<file path="config.mk">
export PLATFORM = sky130hd
export DESIGN_NAME = mini_alu_seq
export DESIGN_NICKNAME = d
export VERILOG_FILES = /design/src/rtl/mini_alu_seq.sv
export SDC_FILE = /design/constraint.sdc
export NUM_CORES = 1
export LEC_CHECK = 0
export CAP_MARGIN = 20
export CORE_MARGIN = 3
export CORE_UTILIZATION = 47
export DETAILED_ROUTE_END_ITERATION = 8
export PLACE_DENSITY = 0.66
export SYNTH_ARGS = -nofsm -noshare
export SYNTH_HDL_FRONTEND = slang
export SYNTH_SLANG_ARGS = --single-unit
</file>
<file path="constraint.sdc">
create_clock -name clk -period 6.56 [get_ports clk]
set_input_delay 0.656 -clock clk [delete_from_list [all_inputs] [get_ports clk]]
set_output_delay 0.656 -clock clk [all_outputs]
set_load 0.02 [all_outputs]
</file>
<file path="src/rtl/mini_alu_seq.sv">
// rtl/mini_alu_seq.sv - program sequencer and register file for the 2-bit-op mini ALU
//
// Debounces three raw buttons, appends switch bytes to a small program memory
// and executes them one per step press or back-to-back in RUN.
//
// Ports:
//   clk, rst_n         single clock, asynchronous active-low reset
//   instr_in[7:0]      instruction byte {op, x, y, z} from the switches
//   btn_load/step/run  raw push-buttons
//   sel[1:0]           register shown on reg_val
//   reg_val[7:0]       reg[sel], combinational
//   pc[AW-1:0]         program counter
//   len[AW:0]          number of stored instructions
//   full               len == DEPTH
//   busy               state is RUN
module mini_alu_seq #(
  parameter int DEPTH           = 16,
  parameter int DEBOUNCE_CYCLES = 120000,
  localparam int AW             = $clog2(DEPTH)
) (
  input  logic          clk,
  input  logic          rst_n,
  input  logic [7:0]    instr_in,
  input  logic          btn_load,
  input  logic          btn_step,
  input  logic          btn_run,
  input  logic [1:0]    sel,
  output logic [7:0]    reg_val,
  output logic [AW-1:0] pc,
  output logic [AW:0]   len,
  output logic          full,
  output logic          busy
);

  localparam int         CW      = $clog2(DEBOUNCE_CYCLES + 1);
  localparam logic [AW:0] DEPTH_W = (AW + 1)'(DEPTH);
  localparam logic [CW-1:0] CNT_LAST = CW'(DEBOUNCE_CYCLES - 1);

  // Button index order: 0 = load, 1 = step, 2 = run.
  logic [2:0]    raw;
  logic [2:0]    sync1_q, sync1_d;
  logic [2:0]    sync2_q, sync2_d;
  logic [2:0]    level_q, level_d;
  logic [2:0]    press_q, press_d;
  logic [CW-1:0] cnt_q [3];
  logic [CW-1:0] cnt_d [3];

  assign raw = {btn_run, btn_step, btn_load};

  always_comb begin
    sync1_d = raw;
    sync2_d = sync1_q;
    level_d = level_q;
    press_d = '0;
    for (int b = 0; b < 3; b++) begin
      cnt_d[b] = cnt_q[b];
      if (sync2_q[b] == level_q[b]) begin
        cnt_d[b] = '0;
      end else if (cnt_q[b] == CNT_LAST) begin
        // This sample is the last of the required run of differing samples.
        cnt_d[b]   = '0;
        level_d[b] = sync2_q[b];
        press_d[b] = sync2_q[b];
      end else begin
        cnt_d[b] = cnt_q[b] + 1'b1;
      end
    end
  end

  always_ff @(posedge clk or negedge rst_n) begin
    if (!rst_n) begin
      sync1_q <= '0;
      sync2_q <= '0;
      level_q <= '0;
      press_q <= '0;
      for (int b = 0; b < 3; b++) cnt_q[b] <= '0;
    end else begin
      sync1_q <= sync1_d;
      sync2_q <= sync2_d;
      level_q <= level_d;
      press_q <= press_d;
      for (int b = 0; b < 3; b++) cnt_q[b] <= cnt_d[b];
    end
  end

  // Sequencer
  typedef enum logic {S_IDLE, S_RUN} state_t;

  state_t        state_q, state_d;
  logic [AW-1:0] pc_q, pc_d;
  logic [AW:0]   len_q, len_d;
  logic          full_q, full_d;
  logic [7:0]    regs_q [4];
  logic [7:0]    regs_d [4];
  logic [7:0]    mem [DEPTH];

  logic          mem_we;
  logic          exec;
  logic [7:0]    instr;
  logic [1:0]    op, x, y, z;
  logic [7:0]    alu_res;
  logic [AW:0]   pc_ext, pc_inc_ext, len_inc;
  logic          pc_lt_len;
  logic          run_p, step_p, load_p;

  assign load_p = press_q[0];
  assign step_p = press_q[1];
  assign run_p  = press_q[2];

  assign instr = mem[pc_q];
  assign op    = instr[7:6];
  assign x     = instr[5:4];
  assign y     = instr[3:2];
  assign z     = instr[1:0];

  assign pc_ext     = {1'b0, pc_q};
  assign pc_inc_ext = pc_ext + {{AW{1'b0}}, 1'b1};
  assign len_inc    = len_q + {{AW{1'b0}}, 1'b1};
  assign pc_lt_len  = pc_ext < len_q;

  always_comb begin
    alu_res = '0;
    case (op)
      2'b00: alu_res = {4'h0, x, y};
      2'b01: alu_res = {x, y, 4'h0};
      2'b10: alu_res = regs_q[y] + regs_q[x];
      2'b11: alu_res = regs_q[y] - regs_q[x];
      default: alu_res = '0;
    endcase
  end

  always_comb begin
    state_d = state_q;
    pc_d    = pc_q;
    len_d   = len_q;
    full_d  = full_q;
    exec    = 1'b0;
    mem_we  = 1'b0;
    case (state_q)
      S_IDLE: begin
        if (run_p) begin
          if (pc_lt_len) state_d = S_RUN;
        end else if (step_p) begin
          if (pc_lt_len) begin
            exec = 1'b1;
            pc_d = pc_q + 1'b1;
          end else begin
            pc_d = '0;
          end
        end else if (load_p && !full_q) begin
          mem_we = 1'b1;
          len_d  = len_inc;
          full_d = (len_inc == DEPTH_W);
        end
      end
      S_RUN: begin
        if (run_p) begin
          // Abort: pc keeps the next unexecuted index.
          state_d = S_IDLE;
        end else begin
          exec = 1'b1;
          if (pc_inc_ext == len_q) begin
            state_d = S_IDLE;
            pc_d    = '0;
          end else begin
            pc_d = pc_q + 1'b1;
          end
        end
      end
      default: state_d = S_IDLE;
    endcase
  end

  always_comb begin
    for (int r = 0; r < 4; r++) regs_d[r] = regs_q[r];
    if (exec) regs_d[z] = alu_res;
  end

  always_ff @(posedge clk or negedge rst_n) begin
    if (!rst_n) begin
      state_q <= S_IDLE;
      pc_q    <= '0;
      len_q   <= '0;
      full_q  <= 1'b0;
      for (int r = 0; r < 4; r++) regs_q[r] <= '0;
    end else begin
      state_q <= state_d;
      pc_q    <= pc_d;
      len_q   <= len_d;
      full_q  <= full_d;
      for (int r = 0; r < 4; r++) regs_q[r] <= regs_d[r];
    end
  end

  // Program memory is deliberately not reset; len gates what is reachable.
  always_ff @(posedge clk) begin
    if (mem_we) mem[len_q[AW-1:0]] <= instr_in;
  end

  assign reg_val = regs_q[sel];
  assign pc      = pc_q;
  assign len     = len_q;
  assign full    = full_q;
  assign busy    = (state_q == S_RUN);

endmodule

</file>
==> results.py <==
metrics = {
    "run_status": {
        "outcome": "completed",
    },
    "place": {
        "postPlaceCellArea_mm2": 0.0119,
        "placement.io_buffers": 33,
        "gp_congestion": 0.809,
        "pre_cts_slack_ps": 1260,
        "dp.final_hpwl_um": 15400,
    },
    "cts": {
        "cts_buffer_depth": 3,
        "cts_tree": "done",
        "postCtsSetupRepairBufs": 0,
        "post_cts_resize_count": 0,
        "cts_root_buf": "clkbuf_16",
        "clk_pin_slew_ps": 60,
        "cts_made_buffers": 25,
        "insertion_delay_ps": 520,
        "ctsHtreeMaxLevel": 1,
        "clock_sinks": 234,
        "hold_buffers": 0,
    },
    "timing": {
        "setup_viol": 0,
        "fin_worst_skew_ps": 12.6,
        "worst_slew_pin_slew_ps": 1100,
        "timing.fmax_mhz": 188,
        "setup_ws_ps": 1250,
        "hold_violations": 0,
        "fin_crit_sh_pct": 80.9,
        "relSlewSlack_pct": 26.6,
        "maxSlewViolCount": 0,
        "tns_ps": 0,
        "layout_min_cycle_time_ps": 5310,
        "rsz0062_at_grt": "false",
    },
    "finish": {
        "register_area_mm2": 0.00650,
        "area_growth_pct": 13.1,
        "nNetsFinal": 951,
        "multiInputGateArea_mm2": 0.00451,
        "drive_above_1_share_pct": 14.1,
        "antenna_cells": 0,
        "finish.instance_area_mm2": 0.0127,
        "fillers": 1902,
    },
    "logic_synthesis": {
        "synth_top_area_cell": "edfxtp_1",
        "ys_top_cells_by_count": "edfxtp_1, dfrtp_1, nor2_1",
        "synth_ff_type": "edfxtp_1",
        "yosysTopAreaCellShare_pct": 34.2,
        "syn_area_per_cell_um2": 12.8,
        "ys_ff_latch": 234,
        "syn_nets": 914,
        "synth.most_common_cell": "edfxtp_1",
        "synth_edf_count": 128,
        "ys_types": 62,
        "synth_area_leaders": "edfxtp_1, dfrtp_1, mux4_2",
        "yosysWarningCount": 0,
        "postSynthCellCount": 879,
        "ys_async_sr_fraction_pct": 45.3,
        "synth-seq-area-share_pct": 57.8,
        "syn_area_mm2": 0.0112,
    },
    "drt": {
        "drc_errors": 0,
        "wl_um": 23400,
        "avgRoutedWirePerCell_um": 18.8,
        "via_per_inst": 5.60,
        "ant_nets": 0,
        "drt_iter0_drc": 437,
        "firstDrtPassIters": 4,
        "vias": 6995,
    },
    "setup_path": {
        "critPathMaxFanout": 17,
        "rrSetupSlack_ps": 1250,
        "crit_start": "pc[1]",
        "crit_type": "reg -> reg",
        "critPathArrivalTime_ps": 5670,
        "reg2regPathDepth": 19,
        "r2r_start": "pc[1]",
        "critPathLaunchType": "register",
        "cp-end-kind": "register",
        "worst_ep_required_time_ps": 6930,
    },
    "global_route": {
        "grt_first_pass_wirelength_um": 38100,
        "grt_pass1_vias": 6883,
        "grt_use_total_pct": 18.6,
        "grt_overflow": 0,
        "grt_max_degree": 73,
        "antenna_found_initial": 0,
    },
    "floorplan": {
        "start_util_pct": 48.7,
        "core_area_mm2": 0.0231,
        "ios": 34,
        "die_x_um": 161,
        "dieArea_mm2": 0.0258,
        "row_count": 55,
        "die_h_um": 161,
    },
    "worst_hold_path": {
        "min-delay-path-class": "in -> async",
    },
    "flow_run": {
        "maxCapViolCount": 0,
    },
    "pwr": {
        "p_per_area_mw_per_mm2": 237,
        "max-vdd-ir-drop_v": 0.000198,
        "p_leak_nw": 4.78,
        "total_power_mw": 3.01,
    },
}
## layout by cell type, fill, tap and decap left out, drive strengths merged, types with 5 or more instances in the layout
cell	n
edfxtp	128
dfrtp	106
nor2	101
nand2	61
mux2i	52
o21ai	44
xor2	41
mux2	34
clkdlybuf4s50	32
clkbuf	32
mux4	30
nand3	29
xnor2	27
a21oi	26
ha	19
inv	17
nor3	15
nand4	13
buf	13
clkinv	11
a221oi	10
and3	10
a22oi	8
nor2b	6
nor4	6
o21a	5
nand2b	5
## sequential cells by signal, indices dropped and copies added, names as in the netlist, 3 cells and up
| signal | flops |
|---|---|
| mem | 128 |
| pc | 4 |
| sync2_q | 3 |
| cnt_q | 51 |
| press_q | 3 |
| sync1_q | 3 |
| len | 5 |
| regs_q | 32 |
| level_q | 3 |
## worst max-delay path, cell delays in order, from the launching register on
cell	delay, ps
dfrtp_1	860
buf_4	320
and2_1	490
a221oi_1	250
o21ai_0	270
nand2_1	350
nand2_1	330
o21ai_0	160
xnor2_1	150
nor2_1	50
a211oi_1	240
a21oi_1	70
ha_1	320
a21o_1	200
a21o_1	190
a21o_1	180
a21oi_1	160
xnor2_1	80
a22oi_1	330
o21ai_0	150
## routing by layer
metal | wire length (um) | global-route usage [%]
met1 | 10800 | 26.6
met2 | 11100 | 29.9
met3 | 1150 | 3.30
met4 | 373 | 4.02
met5 | 0 | 0
## cell type report
type / instances / share of cell area, %
timing repair buffer: 45 / 3.35
tap: 313 / 3.08
clock inverter: 14 / 1.22
inverter: 18 / 0.532
multi-input combinational: 592 / 35.5
sequential: 234 / 51.1
clock buffer: 32 / 5.21
## power breakdown
group          total [mW]  internal (mW)  switching [mW]
logic              0.0511         0.0154          0.0357
registers            1.57           1.56         0.00654
clock network        1.40          0.833           0.563
## final timing paths
kind                         endpoint
max in group asynchronous       pc[0]
min in group clk           sync2_q[1]
setup / recovery            regs_q[6]
hold / removal             regs_q[31]
hold reg to reg            sync2_q[1]
setup reg to reg            regs_q[6]
## cell families after synthesis
group	after synthesis	share of synthesized area [%]
compound gates	119	6.88
xor+xnor	68	5.30
fa+ha+maj	20	2.29
buf+inv	53	2.22
flops	234	57.8
mux	116	14.1
simple gates	269	11.3
## stage by stage
step | hold WS, ps | cells | utilization, %
after global routing | 140 | 1248 | 55.1
after global placement | 331 | 1200 | 51.5
after detailed placement | 335 | 1201 | 51.5
final | 112 | 1248 | 55.1
after CTS | 111 | 1247 | 55.1
after floorplan | 331 | 879 | -
Power figures use the tool's default switching activity.
==> patch: new RTL, same settings <==
Make the reset (`rst_n`) synchronous in 2 clocked blocks. Comments in the files are not updated.
--- a/src/rtl/mini_alu_seq.sv
+++ b/src/rtl/mini_alu_seq.sv
@@ -68,5 +68,5 @@
   end
 
-  always_ff @(posedge clk or negedge rst_n) begin
+  always_ff @(posedge clk) begin
     if (!rst_n) begin
       sync1_q <= '0;
@@ -177,5 +177,5 @@
   end
 
-  always_ff @(posedge clk or negedge rst_n) begin
+  always_ff @(posedge clk) begin
     if (!rst_n) begin
       state_q <= S_IDLE;
Check against the original RTL: no difference found for any inputs over 10 cycles, from zero or initial values and one cycle with rst_n low; that may be too few to reach the edited logic, so the function may still have changed.
==> patch against the unedited design <==
  * Sequential cell count grew 4
  * Final area shrank 3.4%
  * Sequential share of layout area shrank 1.9 points
  * Setup slack gained 0.081 ns
  * Clock skew grew 0.0081 ns
  * Routed wire length shrank 4.7%
  * Area after synthesis shrank 3.4%
  * Total power shrank 0.91%
  * Highest routed layer unchanged
==> patch: results (changes against the unedited design) <==
outcome:
  outcome: "complete, no violations"  # unchanged
clocking:
  clkLatencyLatePin_ns: 0.54  # was 0.52 ns
  htreeDepth: 1  # unchanged
  path_clk_slew_ns: 0.06  # about the same
  numCtsBuffers: 25  # unchanged
logic_synthesis:
  synthTopCellsByArea: "edfxtp_1 35%, dfxtp_1 20%, mux4_2 8.7%"  # was edfxtp_1 34%, dfrtp_1 24%, mux4_2 6.0%
  yosysSeqAreaShare_pct: 55.7  # was 57.8%
  yosys-top-cells-count: "128 x edfxtp_1, 110 x dfxtp_1, 89 x nor2_1, 49 x mux2i_1, 45 x nand2_1"  # was 128 x edfxtp_1, 106 x dfrtp_1, 100 x nor2_1, 60 x nand2_1, 52 x mux2i_1
  syn_nets: 904  # was 914
  synth.distinct_cells: 64  # was 62
  async_flop_share_pct: 0  # was 45.3%
cells_and_area:
  fin_nets: 937  # was 951
  fill_cells: 1848  # was 1,902
  drive_above_1_share_pct: 12.6  # was 14.1%
placed_design:
  portBuffers: 33  # unchanged
  hpwlAfterDp_mm: 14.6  # was 15.4 mm
  place_congestion: 0.861  # was 0.809
  dpl_worst_slack_ns: 1.33  # was 1.26 ns
critical_path:
  cpMaxStageDelayCell: "dfxtp_1"  # was dfrtp_1
  crit_fanout: 28  # was 17
  max_stage_delay_ns: 0.87
  arrival_ns: 5.58  # was 5.67 ns
  rr_worst_depth: 16  # was 19
  r2r-end: "regs_q[1][7]$_SDFFE_PN0P_"  # was regs_q[6]$_DFFE_PN0P_
global_route:
  grt_usage_pct: 18.3  # was 18.6%
  first_global_vias: 6377  # was 6,883
  grt_pass1_wl_mm: 35.8  # was 38.1 mm
  grt_start_max_net_pins: 60  # was 73
routing:
  vias_per_cell: 5.59  # was 5.60
  post_drt_wl_per_cell_um: 18.6  # was 18.8 um
  drt_pre_antenna_iters: 5  # was 4
  drt_iter0_markers: 424  # was 437
min_path:
  hold_class: "register to register"  # was input port to asynchronous set/reset pin
power:
  vdd_drop_max_mv: 0.224  # was 0.198 mV
  leakage_nw: 4.10  # was 4.78 nW
sta:
  skew_ns: 0.0207  # was 0.0126 ns
  max_slew.worst_pin.slew_ns: 1.13  # was 1.10 ns
  period_share_pct: 79.7  # was 80.9%
## patch: cell types whose count changed after synthesis, sizes merged, moves of 12 or more
cell,delta
mux4,+12
a21oi,-15
nand2,-16
dfrtp,-106
nor2,-12
nor2b,+29
mux2,-24
dfxtp,+110
## patch: worst min-delay path by stage
stage	from	end	slack [ns]	depth (start not counted)
global route	sync1_q[2]$_SDFF_PN0_	sync2_q[2]$_SDFF_PN0_	0.47	1
CTS	sync1_q[2]$_SDFF_PN0_	sync2_q[2]$_SDFF_PN0_	0.44	1
floorplan	sync1_q[0]$_SDFF_PN0_	sync2_q[0]$_SDFF_PN0_	0.41	1
finish	sync1_q[2]$_SDFF_PN0_	sync2_q[2]$_SDFF_PN0_	0.43	1
global placement	sync1_q[2]$_SDFF_PN0_	sync2_q[2]$_SDFF_PN0_	0.43	1
detailed placement	sync1_q[2]$_SDFF_PN0_	sync2_q[2]$_SDFF_PN0_	0.42	1
## patch: layer usage
| metal | up-vias | share of wire (%) | track usage (%) |
|---|---|---|---|
| met5 | - | 0 | 0 |
| met3 | 36 | 4.0 | 2.57 |
| li1 | 3255 | - | - |
| met4 | 0 | 2.1 | 4.55 |
| met1 | 3288 | 45 | 25.1 |
| met2 | 125 | 49 | 31.0 |
## patch: cells by family (layout without fill, tap and decap cells)
logic type               after synthesis  after routing  share of synthesized area, %
multiplexers                         104            104                          14.8
adder cells (fa/ha/maj)               22             22                          2.61
flip-flops                           238            238                          55.7
XOR/XNOR                              65             65                          5.24
buffers and inverters                 54            106                          2.35
AO/OA/AOI/OAI                         93             93                          5.64
AND/OR/NAND/NOR                      291            291                          13.6
## patch: power by group
group          total, mW  switching (mW)  internal (mW)
clock               1.38           0.567          0.812
sequential          1.57         0.00138           1.57
combinational     0.0353          0.0216         0.0137
total               2.99           0.590           2.40
## patch: stage by stage
step | instances | utilization, % | power [mW] | hold slack (ns) | instance area [um^2]
detailed placement | 1151 | 51.4 | 1.64 | 0.422 | 11400
CTS | 1197 | 55.1 | 3.02 | 0.436 | 12200
global placement | 1151 | 51.4 | 1.64 | 0.425 | 11400
finish | 1199 | 55.2 | 2.99 | 0.434 | 12300
global route | 1199 | 55.2 | 3.08 | 0.467 | 12300
floorplan | 867 | - | 1.62 | 0.412 | 10900
## patch: cell type report
cell class	count	area [um^2]	share of cell area, %
sequential	238	6050	49.3
multi-input combinational	575	4580	37.3
clock buffer	40	774	6.31
timing repair buffer	43	408	3.32
tap	280	350	2.85
inverter	17	63.8	0.520
clock inverter	6	45.0	0.367
